### src/rtl/countdown.sv
// countdown: MM:SS BCD countdown timer with a multiplexed 4-digit common-anode display.
// Optional build macro COUNTDOWN_BLINK_EN blanks the display for the second half of each tick while in DONE.
module countdown #(
    parameter int CLK_HZ   = 100_000_000,
    parameter int SCAN_DIV = 100_000
) (
    input  logic       clk,
    input  logic       reset,
    input  logic       start,
    input  logic       set_min,
    input  logic       set_sec,
    output logic [6:0] seg,
    output logic [3:0] AN,
    output logic       alarm
);

    localparam int TICK_W = (CLK_HZ > 1) ? $clog2(CLK_HZ) : 1;
    localparam int SCAN_W = (SCAN_DIV > 1) ? $clog2(SCAN_DIV) : 1;
    localparam logic [TICK_W-1:0] TICK_MAX = TICK_W'(CLK_HZ - 1);
    localparam logic [SCAN_W-1:0] SCAN_MAX = SCAN_W'(SCAN_DIV - 1);

    typedef enum logic [1:0] {IDLE, RUN, PAUSE, DONE} state_t;

    state_t            state;
    logic [TICK_W-1:0] tick;
    logic [TICK_W-1:0] tick_inc;
    logic [3:0]        min_t, min_o, sec_t, sec_o;
    logic              start_q, min_q, sec_q;
    logic              start_edge, min_edge, sec_edge;
    logic              time_zero, time_one, tick_last;
    logic [SCAN_W-1:0] scan_cnt;
    logic [1:0]        slot, slot_next, slot_sel;
    logic              slot_adv, blank_d;
    logic [3:0]        digit_next;

    function automatic logic [6:0] seg_decode(input logic [3:0] d);
        case (d)
            4'd0:    seg_decode = 7'b1000000;
            4'd1:    seg_decode = 7'b1111001;
            4'd2:    seg_decode = 7'b0100100;
            4'd3:    seg_decode = 7'b0110000;
            4'd4:    seg_decode = 7'b0011001;
            4'd5:    seg_decode = 7'b0010010;
            4'd6:    seg_decode = 7'b0000010;
            4'd7:    seg_decode = 7'b1111000;
            4'd8:    seg_decode = 7'b0000000;
            4'd9:    seg_decode = 7'b0010000;
            default: seg_decode = 7'b1111111;
        endcase
    endfunction

    assign start_edge = start & ~start_q;
    assign min_edge   = set_min & ~min_q;
    assign sec_edge   = set_sec & ~sec_q;
    assign time_zero  = ({min_t, min_o, sec_t, sec_o} == 16'h0000);
    assign time_one   = ({min_t, min_o, sec_t, sec_o} == 16'h0001);
    assign tick_last  = (tick == TICK_MAX);
    assign tick_inc   = tick_last ? '0 : tick + TICK_W'(1);

    // NOTE: registers use non-blocking assignment so every flop samples pre-edge values.
    always_ff @(posedge clk) begin
        if (!reset) begin
            start_q <= 1'b0;
            min_q   <= 1'b0;
            sec_q   <= 1'b0;
        end else begin
            start_q <= start;
            min_q   <= set_min;
            sec_q   <= set_sec;
        end
    end

    always_ff @(posedge clk) begin
        if (!reset) begin
            state <= IDLE;
            tick  <= '0;
            min_t <= 4'd0;
            min_o <= 4'd0;
            sec_t <= 4'd0;
            sec_o <= 4'd0;
            alarm <= 1'b0;
        end else begin
            case (state)
                IDLE: begin
                    // A start edge swallows any set edge arriving with it, even when start is ignored.
                    if (start_edge) begin
                        if (!time_zero) begin
                            state <= RUN;
                            tick  <= '0;
                        end
                    end else begin
                        if (min_edge) begin
                            if (min_o == 4'd9) begin
                                min_o <= 4'd0;
                                min_t <= (min_t == 4'd9) ? 4'd0 : min_t + 4'd1;
                            end else begin
                                min_o <= min_o + 4'd1;
                            end
                        end
                        if (sec_edge) begin
                            if (sec_o == 4'd9) begin
                                sec_o <= 4'd0;
                                sec_t <= (sec_t == 4'd5) ? 4'd0 : sec_t + 4'd1;
                            end else begin
                                sec_o <= sec_o + 4'd1;
                            end
                        end
                    end
                end
                RUN: begin
                    if (start_edge) begin
                        state <= PAUSE;
                    end else if (tick_last) begin
                        tick <= '0;
                        // BCD borrow chain; time is never 00:00 here so min_t cannot underflow.
                        if (sec_o != 4'd0) begin
                            sec_o <= sec_o - 4'd1;
                        end else begin
                            sec_o <= 4'd9;
                            if (sec_t != 4'd0) begin
                                sec_t <= sec_t - 4'd1;
                            end else begin
                                sec_t <= 4'd5;
                                if (min_o != 4'd0) begin
                                    min_o <= min_o - 4'd1;
                                end else begin
                                    min_o <= 4'd9;
                                    min_t <= min_t - 4'd1;
                                end
                            end
                        end
                        if (time_one) begin
                            state <= DONE;
                            alarm <= 1'b1;
                        end
                    end else begin
                        tick <= tick_inc;
                    end
                end
                PAUSE: begin
                    if (start_edge) state <= RUN;
                end
                DONE: begin
                    if (start_edge) begin
                        state <= IDLE;
                        alarm <= 1'b0;
                        tick  <= '0;
                    end
`ifdef COUNTDOWN_BLINK_EN
                    else begin
                        tick <= tick_inc;
                    end
`endif
                end
                default: state <= IDLE;
            endcase
        end
    end

    // NOTE: the default arm keeps digit_next assigned on every path, so no latch is inferred.
    always_comb begin
        slot_adv  = (scan_cnt == SCAN_MAX);
        slot_next = slot + 2'd1;
        slot_sel  = slot_adv ? slot_next : slot;
        case (slot_next)
            2'd0:    digit_next = sec_o;
            2'd1:    digit_next = sec_t;
            2'd2:    digit_next = min_o;
            default: digit_next = min_t;
        endcase
    end

`ifdef COUNTDOWN_BLINK_EN
    localparam logic [TICK_W-1:0] TICK_HALF = TICK_W'(CLK_HZ / 2);
    // Looks at the tick value being loaded this edge so the registered AN lines up with it.
    assign blank_d = (state == DONE) && !start_edge && (tick_inc >= TICK_HALF);
`else
    assign blank_d = 1'b0;
`endif

    always_ff @(posedge clk) begin
        if (!reset) begin
            scan_cnt <= '0;
            slot     <= 2'd0;
            seg      <= 7'b1000000;
            AN       <= 4'b1110;
        end else begin
            if (slot_adv) begin
                scan_cnt <= '0;
                slot     <= slot_next;
                seg      <= seg_decode(digit_next);
            end else begin
                scan_cnt <= scan_cnt + SCAN_W'(1);
            end
            AN <= blank_d ? 4'b1111 : ~(4'b0001 << slot_sel);
        end
    end

endmodule

### config.mk
export PLATFORM = sky130hd
export DESIGN_NAME = countdown
export DESIGN_NICKNAME = d
export VERILOG_FILES = /design/src/rtl/countdown.sv
export SDC_FILE = /design/constraint.sdc
export NUM_CORES = 1
export LEC_CHECK = 0
export ABC_AREA = 1
export CAP_MARGIN = 10
export CORE_MARGIN = 4
export CORE_UTILIZATION = 30
export DETAILED_ROUTE_END_ITERATION = 10
export PLACE_DENSITY = 0.47
export SLEW_MARGIN = 20
export SYNTH_ARGS = -nofsm -noshare
export SYNTH_HDL_FRONTEND = slang
export SYNTH_SLANG_ARGS = --single-unit
export TNS_END_PERCENT = 1
### constraint.sdc
create_clock -name clk -period 4.97 [get_ports clk]
set_clock_uncertainty 0.2 [all_clocks]
set_input_delay 0.994 -clock clk [delete_from_list [all_inputs] [get_ports clk]]
set_output_delay 0.994 -clock clk [all_outputs]
set_load 0.05 [all_outputs]
-- After elaboration in Yosys (flattened, before gate mapping)
Memories as Yosys holds them, arrays and structs flattened. A register that Yosys moved wholly into a read port is not among the register bits.
Cells that the tools add are included.
- ROM bits: 112
- memories: 1
- logic and storage cells: 137
- output and inout bits: 12
- register bits after elaboration: 72
- memory list (memory ; depth ; width ; read ports ; clocked after memory_dff ; write ports ; line ; RTL):
    (name not given) ; 16 ; 7 ; 1 ; 1 ; 0 ; 37 ; case (d)
- equal/unequal tests: 29
- bitwise gates (word level): 8
- mux-type cells: 56
- shift operators: 1
- reduce and logical (&&, ||, !) cells: 18
- add/subtract/negate cells: 11
- operators by type and width (kind ; count):
    two-way mux 27 bit ; 5
    two-way mux 4 bit ; 31
    one-hot mux 27 bit (3 select lines) ; 1
    one-hot mux 4 bit (2 select lines) ; 4
    != test 2 bit, second input constant ; 15
    adder 27 x 1 -> 27 bit, second input constant ; 1
    == test 27 bit, second input constant ; 1
    adder 17 x 1 -> 17 bit, second input constant ; 1
    == test 17 bit, second input constant ; 1
    adder 4 x 1 -> 4 bit, second input constant ; 4
    == test 16 x 1 -> 1 bit, second input constant ; 1
    logical NOT 16 bit ; 1
    two-way mux 2 bit ; 8
    subtractor 4 x 1 -> 4 bit, second input constant ; 4
    AND reduction 5 bit ; 3
    AND reduction 7 bit ; 2
    == test 4 bit, second input constant ; 3
    one-hot mux 4 bit (3 select lines) ; 1
    nonzero test 4 bit ; 3
    AND reduction 9 bit ; 1
    one-hot mux 2 bit (4 select lines) ; 1
    == test 2 bit, second input constant ; 3
    != test 3 bit, second input constant ; 2
    AND reduction 6 bit ; 1
    other kinds (14) ; 25

-- Depth between registers and ports, before layout
Gate-level depths: netlist of the first run.
- depth in word-level cells: 7
- mapped depth: 12

-- Worst setup path after synthesis of the first run
OpenSTA, ideal clock, no wires.
- path kind: input port to flip-flop
- start point: input port start
- end point: register tick[12]
- stages on the path: 8
- setup slack: 2.609 ns
- buffers on the path: 1
- arrival: 2.039 ns
- cell sequence: inv_1 > nor2_1 > inv_1 > o21ai_4 > nand2_8 > buf_6 > o21ai_0 > nor2_4
- word-level cells in the longest chain between the ends: 3
- RTL lines (element ; line ; RTL):
    start: declaration ; 9 ; input logic start,
    bitwise AND 1 bit (*) ; 52 ; assign start_edge = start & ~start_q;
    != test 2 bit (no line) ; -- ;
    AND reduction 5 bit (no line) (*) ; -- ;
    end signal: assignment ; 137 ; tick <= tick_inc;
    end: declaration ; 25 ; logic [TICK_W-1:0] tick;
Every way passes the cells marked *; elsewhere a longest branch is shown, timed or not.
A chain may end at the register's enable or synchronous reset.

-- Worst setup path in the final report of the first run
- start point: input port start
- end point: register tick[21]
Same word-level chain as after synthesis.

==> results of run 1 <==
[per-layer routing]
layer	part of all wire, %	GRT usage [%]	wire length [um]	up-vias
li1	-	-	-	2478
met2	44	20.1	5090	42
met5	0	0	0	-
met1	52	18.9	6010	2011
met3	3.6	2.78	416	7
met4	1.2	4.99	136	0
[power groups by stage]
stage          registers [mW]  logic (mW)  clock network (mW)
2_1_floorplan           0.743       0.688                   0
3_3_place_gp            0.774       0.761                   0
3_5_place_dp            0.771       0.755                   0
4_1_cts                 0.757       0.758               0.754
5_1_grt                 0.766       0.865               0.771
6_report                0.756       0.747               0.727
[cell usage in the layout, fill, tap and decap left out, types with 14 or more instances in the layout]
cell / count
nor2_1: 100
inv_1: 97
dfxtp_1: 79
nor2_4: 15
a21oi_1: 29
nand4_1: 31
o21ai_0: 29
nand3_1: 55
nand2_1: 202
ha_1: 14
nor3_1: 20
clkdlybuf4s50_1: 16
[stage by stage]
stage | hold slack (ns) | cells | cell area (sq um) | utilization [%] | setup WS, ns
after floorplan | 0.218 | 763 | 5030 | - | 2.61
final | 0.245 | 999 | 5660 | 34.2 | 1.89
after detailed placement | 0.239 | 984 | 5340 | 32.3 | 1.49
after global placement | 0.238 | 984 | 5340 | 32.3 | 1.52
after global routing | 0.271 | 999 | 5660 | 34.2 | 1.68
after CTS | 0.250 | 999 | 5660 | 34.2 | 1.86
[area by class of cell]
class | count | area (sq um)
Fill cell | 1782 | 10900
Multi-Input combinational cell | 565 | 2920
Sequential cell | 79 | 1580
Inverter | 103 | 392
Tap cell | 220 | 275
Clock buffer | 10 | 239
Timing Repair Buffer | 17 | 168
Clock inverter | 5 | 81.3
[flip-flops by register name, summed over array words and instances, names as in the netlist, 2 cells and up]
name and flops:
tick 27, scan_cnt 17, seg 7, AN 4, min_o 4, min_t 4
sec_o 4, sec_t 4, slot 2, state 2
[worst max-delay path by stage]
stage | from | endpoint | cells after the start
floorplan | start | tick[12] | 8
global placement | start | tick[10] | 12
detailed placement | start | tick[16] | 12
CTS | start | tick[21] | 12
global route | start | tick[10] | 12
finish | start | tick[21] | 12
[worst max-delay path, delay by kind of cell]
| kind | cells | cell delay, ns |
|---|---|---|
| buffers and inverters | 5 | 0.97 |
| AOI/OAI and AO/OA | 1 | 0.25 |
| and+or+nand+nor | 6 | 0.91 |
[kinds of logic after synthesis]
| kind of cell | count (synthesis) | share of synthesized area, % |
|---|---|---|
| buf+inv | 119 | 10.5 |
| xor+xnor | 12 | 2.09 |
| simple gates | 461 | 43.5 |
| compound gates | 78 | 8.98 |
| fa+ha+maj | 14 | 3.48 |
| flops | 79 | 31.4 |
==> metrics.md, run 1 <==
| Metric | Value |
|---|---|
| Status | finished, final reports clean |
| Ys async rst share | 0% |
| Crit-path max cell delay | 0.48 ns |
| Post-synth EDFFs | 0 |
| Hold path cells | 1 |
| Drt via density | 4.54 |
| Synth Cell Area | a little over 0.005 sq mm |
| Critical path launch point type | input port |
| Cell taking the most area after synthesis | dfxtp_1 |
| Worst-Skew Late Latency | 0.35 ns |
| #FFs+latches synth | 79 |
| Reg2reg start | state[0] |
| Reg2Reg Setup Slack | between 2 and 2.5 ns |
| R2r worst-path depth | 11 |
| Share of the synthesized area in the top cell type | a little under a third |
| Nets | 794 |
| Die Span X | 138 um |
| CTS Sinks | 79 |
| Area grow syn2layout | 12.5% |
| Clock Power Share | between 30% and 40% |
| Pwr dens | 394 mW/mm^2 |
| Root Driver | clkbuf_16 |
| Vias in the first global route | 4257 |
| Synth warn | 0 |
| Worst hold path type | reg -> reg |
| # hold bufs at CTS | 0 |
| Cells after synthesis | 763 |
| Pin count of the biggest net entering global routing | 26 |
| Synth cell count leaders | nand2_1 (202), nor2_1 (100), inv_1 (97) |
| Htree depth | 3 |
| Number of DRC markers in iteration 0 | 298 |
| Most common cell in the netlist | nand2_1 |
| Crit-path max FO | 25 |
| Pre-antenna DRT Iters | 4 |
| Post-CTS resize count | 0 |
| Final Power | 2.23 mW |
| Gr ovfl total | 0 |
| Crit-path slowest cell | clkdlybuf4s50_1 |
| # DRC | 0 |
| Max cap viols | 0 |
| First-pass GRT wire length | approximately 20 mm |
| P_sw | 0.872 mW |
| Final WL | about 12 mm |
| Antenna violations before repair | 0 |
| Hold EP | scan_cnt[0] |
| Unrepaired setup endpoints after global routing | no |
| Post-synthesis cell type count | 40 |
| Design internal power | 1.36 mW |
| Post-route ant nets | 0 |
| Final RePlAce weighted congestion | approximately 0.8 |
| Worst vdd ir | 0.193 mV |
| Syn Area/Cell | between 6 and 7 sq um |
| Req. time, crit path | 5.02 ns |
| CTS tree | done |
| Inserted Diodes | 0 |
| Reg2reg end | tick[21] |
| Min Tclk post-route | 3.08 ns |
| Comb power frac | approximately 34% |
| HP Start | scan_cnt[0] |
| IO Count | 17 |
| Setup TNS | 0 ns |
| CTS buffer count | 9 |
| Clk buf depth | 2 |
| CP Capture Type | flip-flop |
| Layout cell share with drive strength beyond 1 | 9.50% |
| Slew at the pin with the worst max-slew slack | between 0.6 and 0.7 ns |
| Initial core utilization | 30.4% |
| Post-DP HPWL | 8.67 mm |
| P_leak | roughly 2.3 nW |
| Die Y | 138 um |
| Worst slew margin | between 50% and 60% |
| Endpoints failing setup | 0 |
| Die area | 0.0189 sq mm |
| Wire per inst | 11.7 um |
| Tot GR Track Use | 13.4% |
| Core region area | 0.0165 sq mm |
| F_max | 325 MHz |
| Synth Flop Type | dfxtp_1 |
| Syn Nets | 782 |
| Final Max Slew Viols | 0 |
| FP Rows | between 40 and 50 |
| WS Path Type | in -> reg |
| Switch share | 39.1% |
| Critical path cell sequence | clkdlybuf4s50_1 > inv_1 > nor2_1 > inv_1 > o21ai_4 > nand2_8 > inv_6 > nand2_4 > nand2_4 > inv_2 > nand2_1 > nor2_1 |
| Vias | 4538 |
| CTS clk-pin slew, worst paths | 0.06 ns |
| Final hold vios | 0 |
| Final worst-path cycle share | 61.9% |
| Flop pwr share | roughly 34% |
| Post-CTS Setup Repair Bufs | 0 |
| Worst Path Arrival | ~3.1 ns |
| Port Buf Inserts | 16 |
| Synth top area cells | dfxtp_1 (31%), nand2_1 (15%), nor2_1 (7.5%), inv_1 (7.2%), nand3_1 (5.5%) |
| Sequential-to-total area share from yosys stat | 31.4% |
Power figures use the tool's default switching activity.
==> inputs of run 2 (changes only) <==
- PLACE_DENSITY: 0.47 -> 0.48
- clock period: 4.97 -> 2.65 ns (I/O delays scaled with it)
==> metrics.md, run 2 (synthesis gave the netlist of run 1 again) <==
| Metric | Value |
|---|---|
| Status | finished, final reports clean |
| Final RePlAce weighted congestion | roughly 0.85 |
| F_max | 437 MHz |
| Worst setup path start | slot[0] |
| Clk buf depth | 2 |
| Min Tclk post-route | approximately 2.3 ns |
| Crit-path slowest cell | o22ai_1 |
| Crit-path max cell delay | 0.43 ns |
| Die Y | 138 um |
| Placed instance count | 998 |
| Critical path launch point type | flip-flop |
| CP Capture Type | flip-flop |
| Largest regs | tick: 27 flops, scan_cnt: 17 flops, seg: 7 flops |
| Worst-Skew Late Latency | around 0.36 ns |
| Critical path cell sequence | inv_1 > ha_1 > inv_1 > nand2_1 > o22ai_1 > nand2_1 > a21oi_1 > a21oi_1 |
| IO Count | 17 |
| Post-DP HPWL | 8.92 mm |
| Post-CTS resize count | 0 |
| Final WL | 12.0 mm |
| FP Rows | 47 |
| Antenna violations before repair | 0 |
| Most common cell after layout, fill and taps aside | nand2_1 |
| Final hold vios | 0 |
| CTS buffer count | 9 |
| Final Non-Filler Cells | just over 1000 |
| Max cap viols | 0 |
| First-pass GRT wire length | around 20 mm |
| Initial core utilization | 30.4% |
| Post-route ant nets | 0 |
| Pwr dens | 750 mW/mm^2 |
| Req. time, crit path | 2.68 ns |
| Worst slew margin | 59.3% |
| Pre-antenna DRT Iters | 5 |
| Die Span X | 138 um |
| R2r worst-path depth | 8 |
| Nets | between 800 and 900 |
| Root Driver | clkbuf_16 |
| Reg2Reg Setup Slack | 0.36 ns |
| Drt via density | 4.55 |
| Setup TNS | 0 ns |
| Critical Path End | seg[5] |
| Final Max Slew Viols | 0 |
| Tot GR Track Use | 13.6% |
| Max reg flops | 27 |
| Worst hold path type | reg -> reg |
| Htree depth | 3 |
| Unrepaired setup endpoints after global routing | no |
| Post-CTS Setup Repair Bufs | 0 |
| Crit-path max FO | 8 |
| Final Power | roughly 4.4 mW |
| Number of DRC markers in iteration 0 | 299 |
| Core region area | 0.0165 sq mm |
| Largest register by flop count | tick |
| Reg2reg end | seg[5] |
| Final worst-path cycle share | 86.3% |
| Pin count of the biggest net entering global routing | 22 |
| # hold bufs at CTS | 0 |
| Worst vdd ir | ~0.35 mV |
| CTS Sinks | 79 |
| Most frequent cells in the layout | nand2_1 (202), nor2_1 (100), inv_1 (97), dfxtp_1 (79), nand3_1 (55) |
| # DRC | 0 |
| Area grow syn2layout | 15.5% |
| Gr ovfl total | 0 |
| P_leak | 2.43 nW |
| Layout cell share with drive strength beyond 1 | 11.1% |
| Port Buf Inserts | 16 |
| Worst Path Arrival | 2.32 ns |
| Vias in the first global route | 4196 |
| WS Path Type | reg -> reg |
| Die area | 0.0189 sq mm |
| Slew at the pin with the worst max-slew slack | around 0.61 ns |
| Endpoints failing setup | 0 |
| Vias | 4619 |
| CTS tree | done |
| Reg2reg start | slot[0] |
| Wire per inst | 11.8 um |
| CTS clk-pin slew, worst paths | 0.06 ns |
## run 2: cell count changes in the layout (fill, tap and decap cells not counted), sizes merged
cell / previous run / this run
clkinv: 1 / 2
inv: 104 / 103
clkinvlp: 1 / 2
buf: 1 / 15
diode: 0 / 1
## run 2: area by class of cell
class | count | area (sq um)
diodes | 1 | 2.50
flip-flops and latches | 79 | 1580
fillers | 1757 | 10700
clock inverters | 6 | 85.1
well taps | 220 | 275
multi-input cells | 565 | 2920
repair buffers | 31 | 323
clock buffers | 10 | 229
inverters | 103 | 392
## run 2: worst min-delay path by stage
| stage | to | startpoint | slack [ns] | depth (start not counted) |
|---|---|---|---|---|
| 2_1_floorplan | scan_cnt[0] | scan_cnt[0] | 0.22 | 1 |
| 5_1_grt | scan_cnt[0] | scan_cnt[0] | 0.29 | 1 |
| 3_5_place_dp | scan_cnt[0] | scan_cnt[0] | 0.24 | 1 |
| 4_1_cts | scan_cnt[0] | scan_cnt[0] | 0.25 | 1 |
| 3_3_place_gp | scan_cnt[0] | scan_cnt[0] | 0.23 | 1 |
| 6_report | scan_cnt[0] | scan_cnt[0] | 0.25 | 1 |
## run 2: through the flow
| step | worst slack (ns) | util (%) | area [sq um] | hold slack, ns |
|---|---|---|---|---|
| 2_1_floorplan | 0.508 | - | 5030 | 0.218 |
| 3_3_place_gp | 0.155 | 33.2 | 5490 | 0.232 |
| 3_5_place_dp | 0.145 | 33.2 | 5490 | 0.242 |
| 4_1_cts | 0.360 | 35.1 | 5810 | 0.251 |
| 5_1_grt | 0.0994 | 35.1 | 5810 | 0.292 |
| 6_report | 0.363 | 35.2 | 5810 | 0.248 |
## run 2: critical path, delay by kind of cell, from the launching register on
kind,cells,cell delay [ns]
buffers and inverters,2,0.26
AND/OR/NAND/NOR,2,0.22
flip-flops,1,0.40
AO/OA/AOI/OAI,3,0.87
adder cells (fa/ha/maj),1,0.21
## run 2: metal layers
| layer | vias to the layer above | track usage, % | part of all wire, % |
|---|---|---|---|
| met4 | 0 | 6.26 | 2.3 |
| met1 | 2050 | 18.4 | 51 |
| met5 | - | 0 | 0 |
| li1 | 2499 | - | - |
| met2 | 53 | 20.9 | 43 |
| met3 | 17 | 2.37 | 2.8 |
## run 2: report_power, final
group | internal (mW) | total, mW | switching, mW
registers | 1.28 | 1.42 | 0.142
clock network | 0.822 | 1.36 | 0.538
logic | 0.560 | 1.57 | 1.01
total | 2.66 | 4.36 | 1.69
